<file path="src/rtl/mem_port_arbiter_pkg.sv">
// Shared definitions for the memory-port arbiter: FSM state encodings,
// memory instruction codes, the command bundle type and a saturating helper.
package mem_port_arbiter_pkg;

  localparam logic [1:0] ARB_IDLE    = 2'd0;
  localparam logic [1:0] ARB_GNT_VGA = 2'd1;
  localparam logic [1:0] ARB_GNT_CPU = 2'd2;
  localparam logic [1:0] ARB_TURN    = 2'd3;

  localparam logic [2:0] MEM_INSTR_WR = 3'b000;
  localparam logic [2:0] MEM_INSTR_RD = 3'b001;

  typedef struct packed {
    logic        en;
    logic [2:0]  instr;
    logic [5:0]  bl;
    logic [29:0] addr;
  } mem_cmd_t;

  function automatic logic [15:0] sat_inc16(input logic [15:0] v);
    return (v == 16'hFFFF) ? v : v + 16'd1;
  endfunction

endpackage

</file>
<file path="src/rtl/mem_arb_hold_timer.sv">
// Saturating VGA wait counter with a sticky starvation flag; the flag
// only clears on reset, while clr restarts the count.
module mem_arb_hold_timer #(
  parameter int HOLD_MAX = 64,
  parameter int TIMER_W  = 7
) (
  input  logic clk,
  input  logic rst_n,
  input  logic count_en,
  input  logic clr,
  output logic starve
);

  localparam logic [TIMER_W-1:0] LIMIT    = TIMER_W'(HOLD_MAX);
  localparam logic [TIMER_W-1:0] LIMIT_M1 = TIMER_W'(HOLD_MAX - 1);

  logic [TIMER_W-1:0] count;

  always_ff @(posedge clk or negedge rst_n) begin
    if (!rst_n) begin
      count  <= '0;
      starve <= 1'b0;
    end else begin
      if (clr) begin
        count <= '0;
      end else if (count_en && count != LIMIT) begin
        count <= count + 1'b1;
      end
      // Flag rises on the same edge the count lands on HOLD_MAX.
      if (!clr && count_en && count >= LIMIT_M1) begin
        starve <= 1'b1;
      end
    end
  end

endmodule

</file>
<file path="src/rtl/mem_port_arbiter.sv">
// Two-requester transaction arbiter for the memory controller port (VGA high
// priority, CPU low). Define MEM_ARB_STATS_EN to add grant/yield counters.
module mem_port_arbiter
  import mem_port_arbiter_pkg::*;
#(
  parameter int HOLD_MAX = 64,
  parameter int TIMER_W  = 7
) (
  input  logic        clk,
  input  logic        rst_n,
  input  logic        calib_done,
  input  logic        vga_req,
  output logic        vga_gnt,
  input  logic        vga_cmd_en,
  input  logic [2:0]  vga_cmd_instr,
  input  logic [5:0]  vga_cmd_bl,
  input  logic [29:0] vga_cmd_byte_addr,
  input  logic        vga_rd_en,
  input  logic        cpu_req,
  output logic        cpu_gnt,
  input  logic        cpu_cmd_en,
  input  logic [2:0]  cpu_cmd_instr,
  input  logic [5:0]  cpu_cmd_bl,
  input  logic [29:0] cpu_cmd_byte_addr,
  input  logic        cpu_rd_en,
  input  logic        cpu_wr_en,
  input  logic [31:0] cpu_wr_data,
  input  logic [3:0]  cpu_wr_mask,
  output logic        cpu_yield,
  output logic        mem_cmd_en,
  output logic [2:0]  mem_cmd_instr,
  output logic [5:0]  mem_cmd_bl,
  output logic [29:0] mem_cmd_byte_addr,
  output logic        mem_rd_en,
  output logic        mem_wr_en,
  output logic [31:0] mem_wr_data,
  output logic [3:0]  mem_wr_mask,
`ifdef MEM_ARB_STATS_EN
  output logic [15:0] stat_vga_grants,
  output logic [15:0] stat_cpu_grants,
  output logic [15:0] stat_yields,
`endif
  output logic        arb_starve
);

  logic [1:0] state;
  logic [1:0] next_state;
  logic       yield_next;
  mem_cmd_t   cmd_sel;

  always_comb begin
    next_state = state;
    case (state)
      ARB_IDLE: begin
        if (calib_done && vga_req)      next_state = ARB_GNT_VGA;
        else if (calib_done && cpu_req) next_state = ARB_GNT_CPU;
      end
      ARB_GNT_VGA: if (!vga_req) next_state = ARB_TURN;
      ARB_GNT_CPU: if (!cpu_req) next_state = ARB_TURN;
      default:     next_state = ARB_IDLE;
    endcase
  end

  assign yield_next = (state == ARB_GNT_CPU) && vga_req;

  always_ff @(posedge clk or negedge rst_n) begin
    if (!rst_n) begin
      state     <= ARB_IDLE;
      cpu_yield <= 1'b0;
    end else begin
      state     <= next_state;
      cpu_yield <= yield_next;
    end
  end

  assign vga_gnt = (state == ARB_GNT_VGA);
  assign cpu_gnt = (state == ARB_GNT_CPU);

  // Zero-latency port mux; no owner means every strobe and field is zero.
  always_comb begin
    cmd_sel     = '0;
    mem_rd_en   = 1'b0;
    mem_wr_en   = 1'b0;
    mem_wr_data = '0;
    mem_wr_mask = '0;
    if (vga_gnt) begin
      cmd_sel   = '{vga_cmd_en, vga_cmd_instr, vga_cmd_bl, vga_cmd_byte_addr};
      mem_rd_en = vga_rd_en;
    end else if (cpu_gnt) begin
      cmd_sel     = '{cpu_cmd_en, cpu_cmd_instr, cpu_cmd_bl, cpu_cmd_byte_addr};
      mem_rd_en   = cpu_rd_en;
      mem_wr_en   = cpu_wr_en;
      mem_wr_data = cpu_wr_data;
      mem_wr_mask = cpu_wr_mask;
    end
  end

  assign mem_cmd_en        = cmd_sel.en;
  assign mem_cmd_instr     = cmd_sel.instr;
  assign mem_cmd_bl        = cmd_sel.bl;
  assign mem_cmd_byte_addr = cmd_sel.addr;

  mem_arb_hold_timer #(
    .HOLD_MAX (HOLD_MAX),
    .TIMER_W  (TIMER_W)
  ) u_hold_timer (
    .clk      (clk),
    .rst_n    (rst_n),
    .count_en (yield_next),
    .clr      (state != ARB_GNT_CPU),
    .starve   (arb_starve)
  );

`ifdef MEM_ARB_STATS_EN
  always_ff @(posedge clk or negedge rst_n) begin
    if (!rst_n) begin
      stat_vga_grants <= '0;
      stat_cpu_grants <= '0;
      stat_yields     <= '0;
    end else begin
      if (state == ARB_IDLE && next_state == ARB_GNT_VGA)
        stat_vga_grants <= sat_inc16(stat_vga_grants);
      if (state == ARB_IDLE && next_state == ARB_GNT_CPU)
        stat_cpu_grants <= sat_inc16(stat_cpu_grants);
      if (yield_next && !cpu_yield)
        stat_yields <= sat_inc16(stat_yields);
    end
  end
`endif

endmodule
</file>
<file path="config.mk">
export PLATFORM = sky130hd
export DESIGN_NAME = mem_port_arbiter
export DESIGN_NICKNAME = d
export VERILOG_FILES = /design/src/rtl/mem_port_arbiter_pkg.sv /design/src/rtl/mem_arb_hold_timer.sv /design/src/rtl/mem_port_arbiter.sv
export SDC_FILE = /design/constraint.sdc
export NUM_CORES = 1
export LEC_CHECK = 0
export ABC_AREA = 1
export CAP_MARGIN = 10
export CORE_ASPECT_RATIO = 1.4
export CORE_MARGIN = 1.5
export CORE_UTILIZATION = 26
export DETAILED_ROUTE_END_ITERATION = 12
export MAX_ROUTING_LAYER = met4
export PLACE_DENSITY = 0.83
export SLEW_MARGIN = 20
export SYNTH_ARGS = -nofsm -noshare
export SYNTH_HDL_FRONTEND = slang
export SYNTH_SLANG_ARGS = --single-unit
</file>
<file path="constraint.sdc">
create_clock -name clk -period 1.7 [get_ports clk]
set_input_delay 0.17 -clock clk [delete_from_list [all_inputs] [get_ports clk]]
set_output_delay 0.17 -clock clk [all_outputs]
set_load 0.02 [all_outputs]
</file>
==> impl_metrics.csv <==
group,metric,value,unit
run_status,status,"finished with violations",
run_status,failed_checks,"setup timing",
routing,dr.pass1.iters,4,
synth,ys_warn_count,0,
routing,via_per_inst,4.90,
timing,min_period_over_period,1.04,
critical_path,start_kind,"register",
routing,dr_total_vias,2962,
timing,fmax,0.566,GHz
global_routing,first_global_vias,2578,
synth,ys_seq_elements,11,
global_routing,antenna_found_initial,0,
floorplanning,dieArea,6510,um2
power_and_ir_drop,p_clk_frac,0.040,
synth,ys_seq_area_frac,0.176,
global_routing,grt_pass1_wl,12300,um
critical_path,cpPeakStageDelay,430,ps
timing,finalWorstPathRequiredPeriod,1770,ps
finish,syn2layout_area_growth,172,%
routing,wl_per_cell,16.3,um
power_and_ir_drop,combPwrFrac,0.908,
finish,fin_nets,666,
critical_path,cp.required,1530,ps
critical_path,crit_chain,"inv_2 -> ha_4 -> buf_6 -> clkbuf_16 -> nand2_2 -> nor2_2 -> buf_6",
synth,yosys.cell_types.count,16,
cts,clk_pin_slew,50,ps
timing,whs,270,ps
finish,diodes,0,
synth,syn_avg_cell_area,5.09,um2
cts,htree_levels,1,
power_and_ir_drop,peakVddDrop,864,uV
finish,nFillCells,469,
synth,synthesis.area,1570,um2
floorplanning,die_x,68.6,um
placement,dpl-instance-area,3810,um2
routing,detail-route-antenna-nets,0,
routing,drtIter0Drc,153,
placement,dpl.hpwl,6420,um
finish,final_layout_size_suffix_gt1_frac,0.320,
cts,insertion_delay,240,ps
finish,finalInstanceArea,4270,um2
global_routing,grt_max_degree,20,
global_routing,grt_remaining_overflow,0,
global_routing,track_usage,0.251,
power_and_ir_drop,net-switching-power,0.00340,W
synth,ys_async_sr_fraction,1.00,
synth,yosysTopAreaCell,"nand2_1",
finish,finalCoreUtilization,0.734,
synth,syn-instance-count,308,
routing,totalWireLength,9840,um
timing,setup_viol,25,
synth,synth_edf_count,0,
timing,hold_viol_final,0,
critical_path,cp.arrival,1600,ps
placement,io_buffers,205,
synth,ys_top_cells_by_count,"nand2_1 (150), nand3_1 (48), nor2_1 (41)",
timing,drv_slew,0,
timing,worst_slack,-66.9,ps
critical_path,crit_path_end_kind,"output pin",
placement,dp_slack,-225,ps
hold_path,hold_path.class,"input port to asynchronous set/reset pin",
cts,cts-buffers-inserted,3,
routing,drc_errors,0,
critical_path,crit_top_cell,"buf_6",
power_and_ir_drop,seq_power_share,0.052,
critical_path,slowest_stage,"dfrtp_1",
synth,synth_top_area_frac,0.359,
placement,gp_congestion,0.936,
critical_path,worstSetupPathType,"register to output pin",
cts,cts_sinks,11,
floorplanning,die_h,94.9,um
synth,synth_nets,438,
power_and_ir_drop,p_int,0.00338,W
timing,grt_setup_unrepaired,"yes",
synth,netlist_top_cells_area,"nand2_1 (36%), dfrtp_1 (18%), nand3_1 (15%)",
floorplanning,io_pins,206,
timing,worst_pin_slew,512,ps
synth,synth.most_common_cell,"nand2_1",
timing,fin_skew,1.39,ps
floorplanning,initial_utilization,0.269,
cts,cts_buffer_depth,2,
cts,cts_tree,"done",
power_and_ir_drop,p_total,0.00678,W
floorplanning,num_rows,33,
power_and_ir_drop,power.static_leakage,2.12,nW
floorplanning,core,5820,um2
job,drv_cap,0,
timing,slew_headroom,0.658,
cts,cts-root-buf,"clkbuf_8",
power_and_ir_drop,sw_frac_of_total,0.502,
critical_path,critPathMaxFanout,5,
synth,synth_ff_type,"dfrtp_1",
power_and_ir_drop,pwr_density_cell,1590,nW/um2
-- critical path: cells and delay by family (launching register included) --
kind,cells,cell delay [ps]
buffers and inverters,4,540
flip-flops,1,430
adder cells (fa/ha/maj),1,200
AND/OR/NAND/NOR,2,170
-- flip-flops by register name (all words and copies together) (netlist names) --
register	flops
cpu_yield	1
state	2
u_hold_timer.starve	1
u_hold_timer.count	7
-- per-layer routing --
| metal | vias up | track usage | share of wire |
|---|---|---|---|
| met5 | - | - | 0 |
| met4 | 0 | 0.0550 | 0.028 |
| met3 | 26 | 0.0775 | 0.11 |
| met2 | 158 | 0.449 | 0.51 |
| met1 | 1349 | 0.262 | 0.35 |
| li1 | 1429 | - | - |
-- placed cells by master, fill, tap and decap left out, drive strengths merged --
cell type	count
nand2	150
clkdlybuf4s50	125
buf	112
nand3	48
nor2	41
inv	14
dfrtp	11
clkbuf	10
ha	6
nand4	5
o21ai	5
a21oi	2
o21bai	2
or2	1
xor2	1
clkinv	1
clkdlybuf4s15	1
-- per-stage QoR --
step | cells | TNS [ps]
detailed placement | 580 | -13500
CTS | 592 | -304
global placement | 580 | -11220
floorplan | 308 | 0
global route | 605 | -2780
finish | 605 | -645
-- final timing paths --
path | cells after the start | endpoint | from | slack, ps
setup / recovery | 7 | mem_wr_data[23] | state[0] | -70
setup reg to reg | 10 | u_hold_timer.count[5] | state[0] | 60
max in group asynchronous | 1 | state[0] | rst_n | 1090
hold reg to reg | 2 | u_hold_timer.starve | u_hold_timer.starve | 500
hold / removal | 1 | u_hold_timer.count[6] | rst_n | 270
min in group clk | 2 | u_hold_timer.starve | u_hold_timer.starve | 500
-- cells by family after synthesis --
kind of cell,count (synthesis),share of synthesized area
flops,11,0.176
buf+inv,36,0.105
xor+xnor,1,0.00559
compound gates,9,0.0319
fa+ha+maj,6,0.0479
simple gates,245,0.634
-- power groups by stage --
stage                     Sequential [W]  Clock (W)  Combinational (W)
after floorplan                 0.000351          0            0.00251
after global placement          0.000347          0            0.00486
after detailed placement        0.000351          0            0.00494
after CTS                       0.000352   0.000273            0.00510
after global routing            0.000360   0.000288            0.00652
final                           0.000355   0.000269            0.00616
-- layout make-up --
cell class                 instances  area (um2)  area share
clock buffer                       3        41.3     0.00967
inverter                          14        60.1      0.0141
timing repair buffer             245        2460       0.577
tap                               70        87.6      0.0205
sequential                        11         275      0.0644
clock inverter                     1        5.00     0.00117
multi-input combinational        261        1340       0.313
-- what timing repair did --
item	CTS	global route
setup endpoints to repair	80	71
hold buffers	0	0
pin swaps	2	21
resized for setup	348	117
setup buffers	4	7
cloned	4	6
Power figures use the tool's default switching activity.
